## src/rtl/ex_wb_writeback.sv

```systemverilog
// ex_wb_writeback: EX/WB pipeline register, register file with WB->EX bypass, and HEX GPIO register.
module ex_wb_writeback #(
  parameter int XLEN = 32,
  parameter logic [XLEN-1:0] GPIO_RST = '0
) (
  input  logic            clk,
  input  logic            rst,
  input  logic            flush_ex,
  input  logic [1:0]      regsel_ex,
  input  logic            regwrite_ex,
  input  logic            gpio_we_ex,
  input  logic [4:0]      rd_ex,
  input  logic [XLEN-1:0] alu_r_ex,
  input  logic [19:0]     imm20_ex,
  input  logic [XLEN-1:0] gpio_in,
  input  logic [4:0]      rs1_addr,
  input  logic [4:0]      rs2_addr,
  output logic [XLEN-1:0] rs1_data,
  output logic [XLEN-1:0] rs2_data,
  output logic [XLEN-1:0] gpio_out,
  output logic [XLEN-1:0] wb_data,
  output logic            wb_we
);
  logic [1:0]      regsel_q;
  logic            regwrite_q;
  logic            gpio_we_q;
  logic [4:0]      rd_q;
  logic [XLEN-1:0] alu_r_q;
  logic [19:0]     imm20_q;
  logic [XLEN-1:0] gpio_in_q;
  logic [XLEN-1:0] regs_q [32];
  logic [XLEN-1:0] gpio_out_q;
  always_ff @(posedge clk) begin
    if (rst) begin
      regsel_q   <= '0;
      regwrite_q <= 1'b0;
      gpio_we_q  <= 1'b0;
      rd_q       <= '0;
      alu_r_q    <= '0;
      imm20_q    <= '0;
      gpio_in_q  <= '0;
    end else begin
      regsel_q   <= regsel_ex;
      regwrite_q <= regwrite_ex & ~flush_ex;
      gpio_we_q  <= gpio_we_ex & ~flush_ex;
      rd_q       <= rd_ex;
      alu_r_q    <= alu_r_ex;
      imm20_q    <= imm20_ex;
      gpio_in_q  <= gpio_in;
    end
  end
  always_comb begin
    wb_data = regsel_q == 2'b00 ? gpio_in_q :
              regsel_q == 2'b01 ? {imm20_q, 12'b0} :
              regsel_q == 2'b10 ? alu_r_q : '0;
    wb_we   = regwrite_q & (regsel_q != 2'b11) & (rd_q != 5'd0);
  end
  // Reset takes priority so a writeback pending at the reset edge is dropped.
  always_ff @(posedge clk) begin
    if (rst) begin
      for (int i = 0; i < 32; i++) regs_q[i] <= '0;
    end else if (wb_we) begin
      regs_q[rd_q] <= wb_data;
    end
  end
  always_comb begin
    rs1_data = rs1_addr == 5'd0 ? '0 : (wb_we && rs1_addr == rd_q) ? wb_data : regs_q[rs1_addr];
    rs2_data = rs2_addr == 5'd0 ? '0 : (wb_we && rs2_addr == rd_q) ? wb_data : regs_q[rs2_addr];
  end
  // GPIO is written from the EX-stage read of rs1, so it sees bypassed data.
  always_ff @(posedge clk) begin
    if (rst) gpio_out_q <= GPIO_RST;
    else if (gpio_we_ex && !flush_ex) gpio_out_q <= rs1_data;
  end
  assign gpio_out = gpio_out_q;
endmodule
```

## config.mk

```make
export PLATFORM = sky130hd
export DESIGN_NAME = ex_wb_writeback
export DESIGN_NICKNAME = d
export VERILOG_FILES = /design/src/rtl/ex_wb_writeback.sv
export SDC_FILE = /design/constraint.sdc
export NUM_CORES = 2
export LEC_CHECK = 0
export BUFFER_PORTS_ARGS = -buffer_cell sky130_fd_sc_hd__clkbuf_2
export CORE_MARGIN = 2
export CORE_UTILIZATION = 60
export DETAILED_ROUTE_END_ITERATION = 8
export PLACE_DENSITY_LB_ADDON = 0.15
export REMOVE_ABC_BUFFERS = 1
export SLEW_MARGIN = 15
export SYNTH_ARGS = -nofsm -noshare
export SYNTH_HDL_FRONTEND = slang
export SYNTH_SLANG_ARGS = --single-unit
```

## constraint.sdc

```tcl
create_clock -name clk -period 2.95 [get_ports clk]
set_clock_uncertainty 0.2 [all_clocks]
set_input_delay 0.1475 -clock clk [delete_from_list [all_inputs] [get_ports clk]]
set_output_delay 0.1475 -clock clk [all_outputs]
set_load 0.01 [all_outputs]
```

==> Word level (Yosys, flattened, before mapping) <==
Memory sizes are Yosys's and may differ from the RTL's.
Cells that the tools add are included.
{ "op_classes": {"n_eq_ne": 5, "n_mux": 15, "bitwise_logic": 4, "reduce_logical": 9} }
{ "op_table": {"columns": ["operator", "count"], "rows": [
  ["2-to-1 mux 32 bit", 8],
  ["OR reduction 32 bit", 1],
  ["equality test 5 bit", 2],
  ["logical NOT 5 bit", 2],
  ["2-to-1 mux 1 bit", 6],
  ["2-to-1 mux 5 bit", 1],
  ["nonzero test 5 bit", 1],
  ["AND 1 bit", 3],
  ["logical AND 1 bit", 3],
  ["equality test 2 x 1 -> 1 bit, second input constant", 1],
  ["equality test 2 bit, second input constant", 1],
  ["logical NOT 2 bit", 1],
  ["inequality test 2 bit, second input constant", 1],
  ["logical NOT 1 bit", 1],
  ["inverter 1 bit", 1]
]} }
{ "totals": {"ff_bits": 124, "mem_bits_rw": 1024, "input_bits": 106, "out_inout_bits": 129, "elab_cells": 41, "n_memories": 1} }
{ "mem_list": {"columns": ["name", "depth", "width", "rd", "rd_ports_with_merged_regs", "write_ports", "line_no", "source"], "rows": [
  ["regs_q", 32, 32, 2, 0, 32, "31", "logic [XLEN-1:0] regs_q [32];"]
]} }

==> Logic depth before layout (Yosys ltp) <==
{ "depth": {"ltp_word": 8, "depth_mapped": 11, "mapped_depth_nobuf": 6} }

==> Least setup slack after synthesis <==
OpenSTA, ideal clock, no wires.
{ "synth_timing": {"path_kind": "register to register", "start": "register regsel_q[1]", "end": "memory regs_q[12][0] (enable)", "setup_time_ps": 394, "arrival_time_ps": 2110, "required_time_ps": 2356, "path_slack_ps": 245, "stages_incl_launch_ff": 6, "path_buffers": 1, "synth_period_minus_slack_ps": 2705, "cell_sequence": "dfxtp_1 -> buf_2 -> a21bo_1 -> nor4b_2 -> nand2_1 -> nand2b_1"} }
{ "synth_lines": {"columns": ["item", "line_no", "source"], "rows": [
  ["start, declared", "24", "logic [1:0] regsel_q;"],
  ["start signal, assigned", "43", "regsel_q <= regsel_ex;"],
  ["end, declared", "31", null]
]} }

==> Worst setup path after layout <==
{ "layout_timing": {"start": "register rd_q[3]", "end": "output rs2_data[5]"} }
{ "layout_via": {"elab_chain_cells": 5, "word_cells_on_any_way": 6, "classes_between": "eq/ne: 1; mux: 2; bitwise: 1; reduce/logical: 2"} }
{ "layout_rtl": {"columns": ["item", "line_no", "source"], "rows": [
  ["start, declared", "27", "logic [4:0] rd_q;"],
  ["start signal, assigned", "46", "rd_q <= rd_ex;"],
  ["nonzero test 5 bit", "56", "wb_we = regwrite_q & (regsel_q != 2'b11) & (rd_q != 5'd0);"],
  ["AND 1 bit", "56", null],
  ["logical AND 1 bit *", "68", "rs2_data = rs2_addr == 5'd0 ? '0 : (wb_we && rs2_addr == rd_q) ? wb_data : regs_q[rs2_addr];"],
  ["2-to-1 mux 32 bit * (2 in a row)", "68", null],
  ["end, declared", "19", "output logic [XLEN-1:0] rs2_data,"]
]} }
Mark *: on every way between the ends. The rest lies on a longest branch, timed or not.

==> out/qor.txt <==
result of the run - finished, violations left
failing checks - setup timing
first element of the critical path - rd_q[3]$_SDFF_PP0_
die footprint - 97,900 µm²
summed instance area of the synthesized netlist - 57,300 µm²
Layout Cell Area excl Fill - 70,900 µm²
TritonCTS clock tree - built
clk buf depth - 3
Synth Register Bits - 1,148
Setup-failing EPs final - 62
GRT met2 Usage - 63.7%
count of port buffers added during placement - 234
time the worst path needs with I/O delays and setup - 3280 ps
Total Neg Setup Slack - -10,200 ps
category of the worst setup path capture point - output pin
RePlAce Congestion - 0.980
overall power consumption - 39.5 mW
Worst IR Drop VDD - 0.486 mV
worst hold path class - in2reg
Power Dens Cells - 557 nW/µm²
sequential share of the synthesized area - 58.0%
# DRC - 0
worst slack at placement - -123 ps
Clock transition at path regs - 70 ps
WL per Instance - 34.1 µm
met1 global-route usage - 52.4%
Final Net Count - 4,839
maximum number of pins on one net before global-route repair - 54
Total GRT Usage - 42.1%
highest-delay cell along the critical path - sky130_fd_sc_hd__or4_4
mean cell area of the mapped netlist - 14.1 µm²
required arrival time at the worst endpoint - 2600 ps
remaining max-slew budget at the tightest pin - 18.9%
initial core utilization - 60.4%
fraction of final layout cells sized beyond drive strength 1 - 34.5%
chain of cells forming the critical path - buf_6, xnor2_2, nand3_1, or4_4, buf_6, o21ai_2, clkbuf_2
Die Ht - 313 µm
number of buffers created by CTS - 117
EDFF count, synth - 1,024
type of the setup path with the least slack - reg2out
number of vias after detailed routing - 42,995
first-pass GRT wire length - 291 mm
number of top-level design ports - 235
Clk Latency, worst-skew pair - 720 ps
global-route layer with the greatest usage - met2
root buf cell - sky130_fd_sc_hd__clkbuf_16
detail-routed via count per cell - 7.05
Routed WL - 208 mm
CTS sink count - 1,148
Final period util - 111%
kind of start point of the critical path - register
maximum achievable frequency - 305 MHz
launching point of the worst reg2reg path - regs_q[5][30]$_SDFFCE_PN0P_
Synth Flop Type - sky130_fd_sc_hd__edfxtp_1
arrival time of the worst setup path - 2940 ps
worst-margin pin slew - 1210 ps
fin. max-slew vios - 0
count of cell types in the netlist - 56
growth of design area from synthesis to finish - 23.8%
placed standard-cell area - 62,300 µm²
half-perimeter wire length of the detailed placement result - 126 mm
antenna violations before repair - 8
instance count of the mapped netlist - 4,061
met3 track utilization from global routing - 17.6%
Starting DRT DRC Count - 7,877
stage delay of the slowest cell on the critical path - 590 ps
Max Cap Viol - 0
cell taking the most area after synthesis - sky130_fd_sc_hd__edfxtp_1
library cell appearing most often on the critical path - sky130_fd_sc_hd__buf_6
source of the worst hold timing path - alu_r_ex[7]
Worst Slack Setup Final - -333 ps
length of the first detailed-routing pass in iterations - 6
RSZ-0062 raised after global routing - true
DIE WIDTH - 313 µm
number of placement rows - 113
number of failing hold endpoints at the final stage - 0
Routed Antenna Nets - 0
via count of the first global-routing pass - 41,896
Async S/R FF share, synth - 0%
global route overflow - 0
CTS H-Tree Depth - 3
area fraction of the dominant cell type after synthesis - 53.7%
share of the core filled with cells - 74.8%
number of synthesis warnings - 0
top post-synthesis cells by area - sky130_fd_sc_hd__edfxtp_1, sky130_fd_sc_hd__mux4_2, sky130_fd_sc_hd__nor2_1
maximum fanout encountered on the critical timing path - 32
core region area - 94,700 µm²
LEAKAGE - 26.6 nW
## metrics by stage
stage | std cells | hold slack (ps)
after global routing | 6100 | 41.4
final | 6101 | 21.6
after global placement | 5539 | 156
after floorplan | 3661 | 16.6
after detailed placement | 5539 | 159
after CTS | 6044 | 0.824
## sequential cells by signal, indices dropped and copies added (netlist names)
register    count
regs_q       1024
imm20_q        20
regwrite_q      1
gpio_in_q      32
regsel_q        2
alu_r_q        32
rd_q            5
gpio_out       32
## synthesized netlist by cell type (3+ instances only)
cell                        count
sky130_fd_sc_hd__a211oi_1      31
sky130_fd_sc_hd__a21oi_1       68
sky130_fd_sc_hd__a222oi_1       3
sky130_fd_sc_hd__a22oi_1       73
sky130_fd_sc_hd__a31oi_1        5
sky130_fd_sc_hd__a32o_1         7
sky130_fd_sc_hd__a41oi_1        5
sky130_fd_sc_hd__and2_1         3
sky130_fd_sc_hd__and3_1         7
sky130_fd_sc_hd__and3b_1        3
sky130_fd_sc_hd__buf_1         20
sky130_fd_sc_hd__buf_2         88
sky130_fd_sc_hd__buf_4         21
sky130_fd_sc_hd__buf_6          9
sky130_fd_sc_hd__clkbuf_1     293
sky130_fd_sc_hd__dfxtp_1      124
sky130_fd_sc_hd__edfxtp_1    1024
sky130_fd_sc_hd__inv_1         34
sky130_fd_sc_hd__mux2_2        25
sky130_fd_sc_hd__mux2i_1      203
sky130_fd_sc_hd__mux4_2       522
sky130_fd_sc_hd__nand2_1       82
sky130_fd_sc_hd__nand2b_1      43
sky130_fd_sc_hd__nand3_1       19
sky130_fd_sc_hd__nand4_1        7
sky130_fd_sc_hd__nor2_1      1048
sky130_fd_sc_hd__nor2b_1      110
sky130_fd_sc_hd__nor3_1        12
sky130_fd_sc_hd__nor3b_1        5
sky130_fd_sc_hd__o211ai_1      37
sky130_fd_sc_hd__o21ai_1       57
sky130_fd_sc_hd__o221ai_1      15
sky130_fd_sc_hd__o22ai_1        8
sky130_fd_sc_hd__o2bb2ai_1      5
sky130_fd_sc_hd__or2_2         13
sky130_fd_sc_hd__xnor2_1        8
## cell usage in the layout (no fill, tap or decap), drive strengths merged, types with 8 or more instances in the layout
master          n
o22ai           8
dlygate4sd3   209
mux2           26
bufinv         12
o221ai         15
nor2b         110
mux2i         203
nand2b         43
a22oi          73
conb           32
clkbuf        369
inv            36
mux4          522
nor3           13
buf           527
nand2          82
a21oi          72
o211ai         37
xnor2           8
nand3          19
a211oi         31
or2            15
clkinv         45
o21ai          58
dfxtp         124
edfxtp       1024
nor2         1049
## worst paths after layout
path | slack [ps] | endpoint | cells after the start
setup / recovery | -330 | rs2_data[5] | 7
hold / removal | 20 | alu_r_q[7]$_SDFF_PP0_ | 3
setup reg to reg | 70 | gpio_out[30]$_SDFFE_PP0P_ | 13
hold reg to reg | 260 | gpio_out[9]$_SDFFE_PP0P_ | 2
## cells by family (layout without fill, tap and decap cells)
group	after synthesis	after routing	share of synthesized area, %
buffers and inverters	466	1202	3.50
muxes	751	751	24.6
DFF	1148	1148	58.0
and+or+nand+nor	1362	1362	9.93
xor gates and xnor gates	10	10	0.153
AOI/OAI and AO/OA	323	329	3.78
other	1	34	0.00655
## power breakdown
part | switching (mW) | internal, mW
sequential | 0.268 | 18.1
clock | 6.51 | 9.06
combinational | 3.14 | 2.39
## layer usage
layer	part of all wire [%]	wire (µm)
met1	31	64900
met2	45	94200
met3	18	36500
met4	5.9	12400
met5	0.028	59
## layout make-up
class | instances | area, µm²
tap | 1265 | 1580
clock buffer | 161 | 3390
multi-input combinational | 2484 | 23300
clock inverter | 59 | 596
fill | 5745 | 23900
timing repair buffer | 947 | 8600
inverter | 35 | 143
sequential | 1148 | 33200
antenna | 2 | 5.00
## critical path: cells and delay by family (launching register included)
kind	cells	cell delay, ps
AO/OA/AOI/OAI	1	420
XOR/XNOR	1	130
buffers and inverters	3	630
flip-flops	1	340
AND/OR/NAND/NOR	2	680
## repair_timing
item / CTS / global route
resized for setup: 181 / 73
gates cloned: 11 / 5
setup buffers: 70 / 56
pin swaps: 62 / 23
setup endpoints to repair: 87 / 78
hold buffers: 209 / 0
endpoints found under the hold margin: 114 / 0
(Power assumes the default switching activity.)
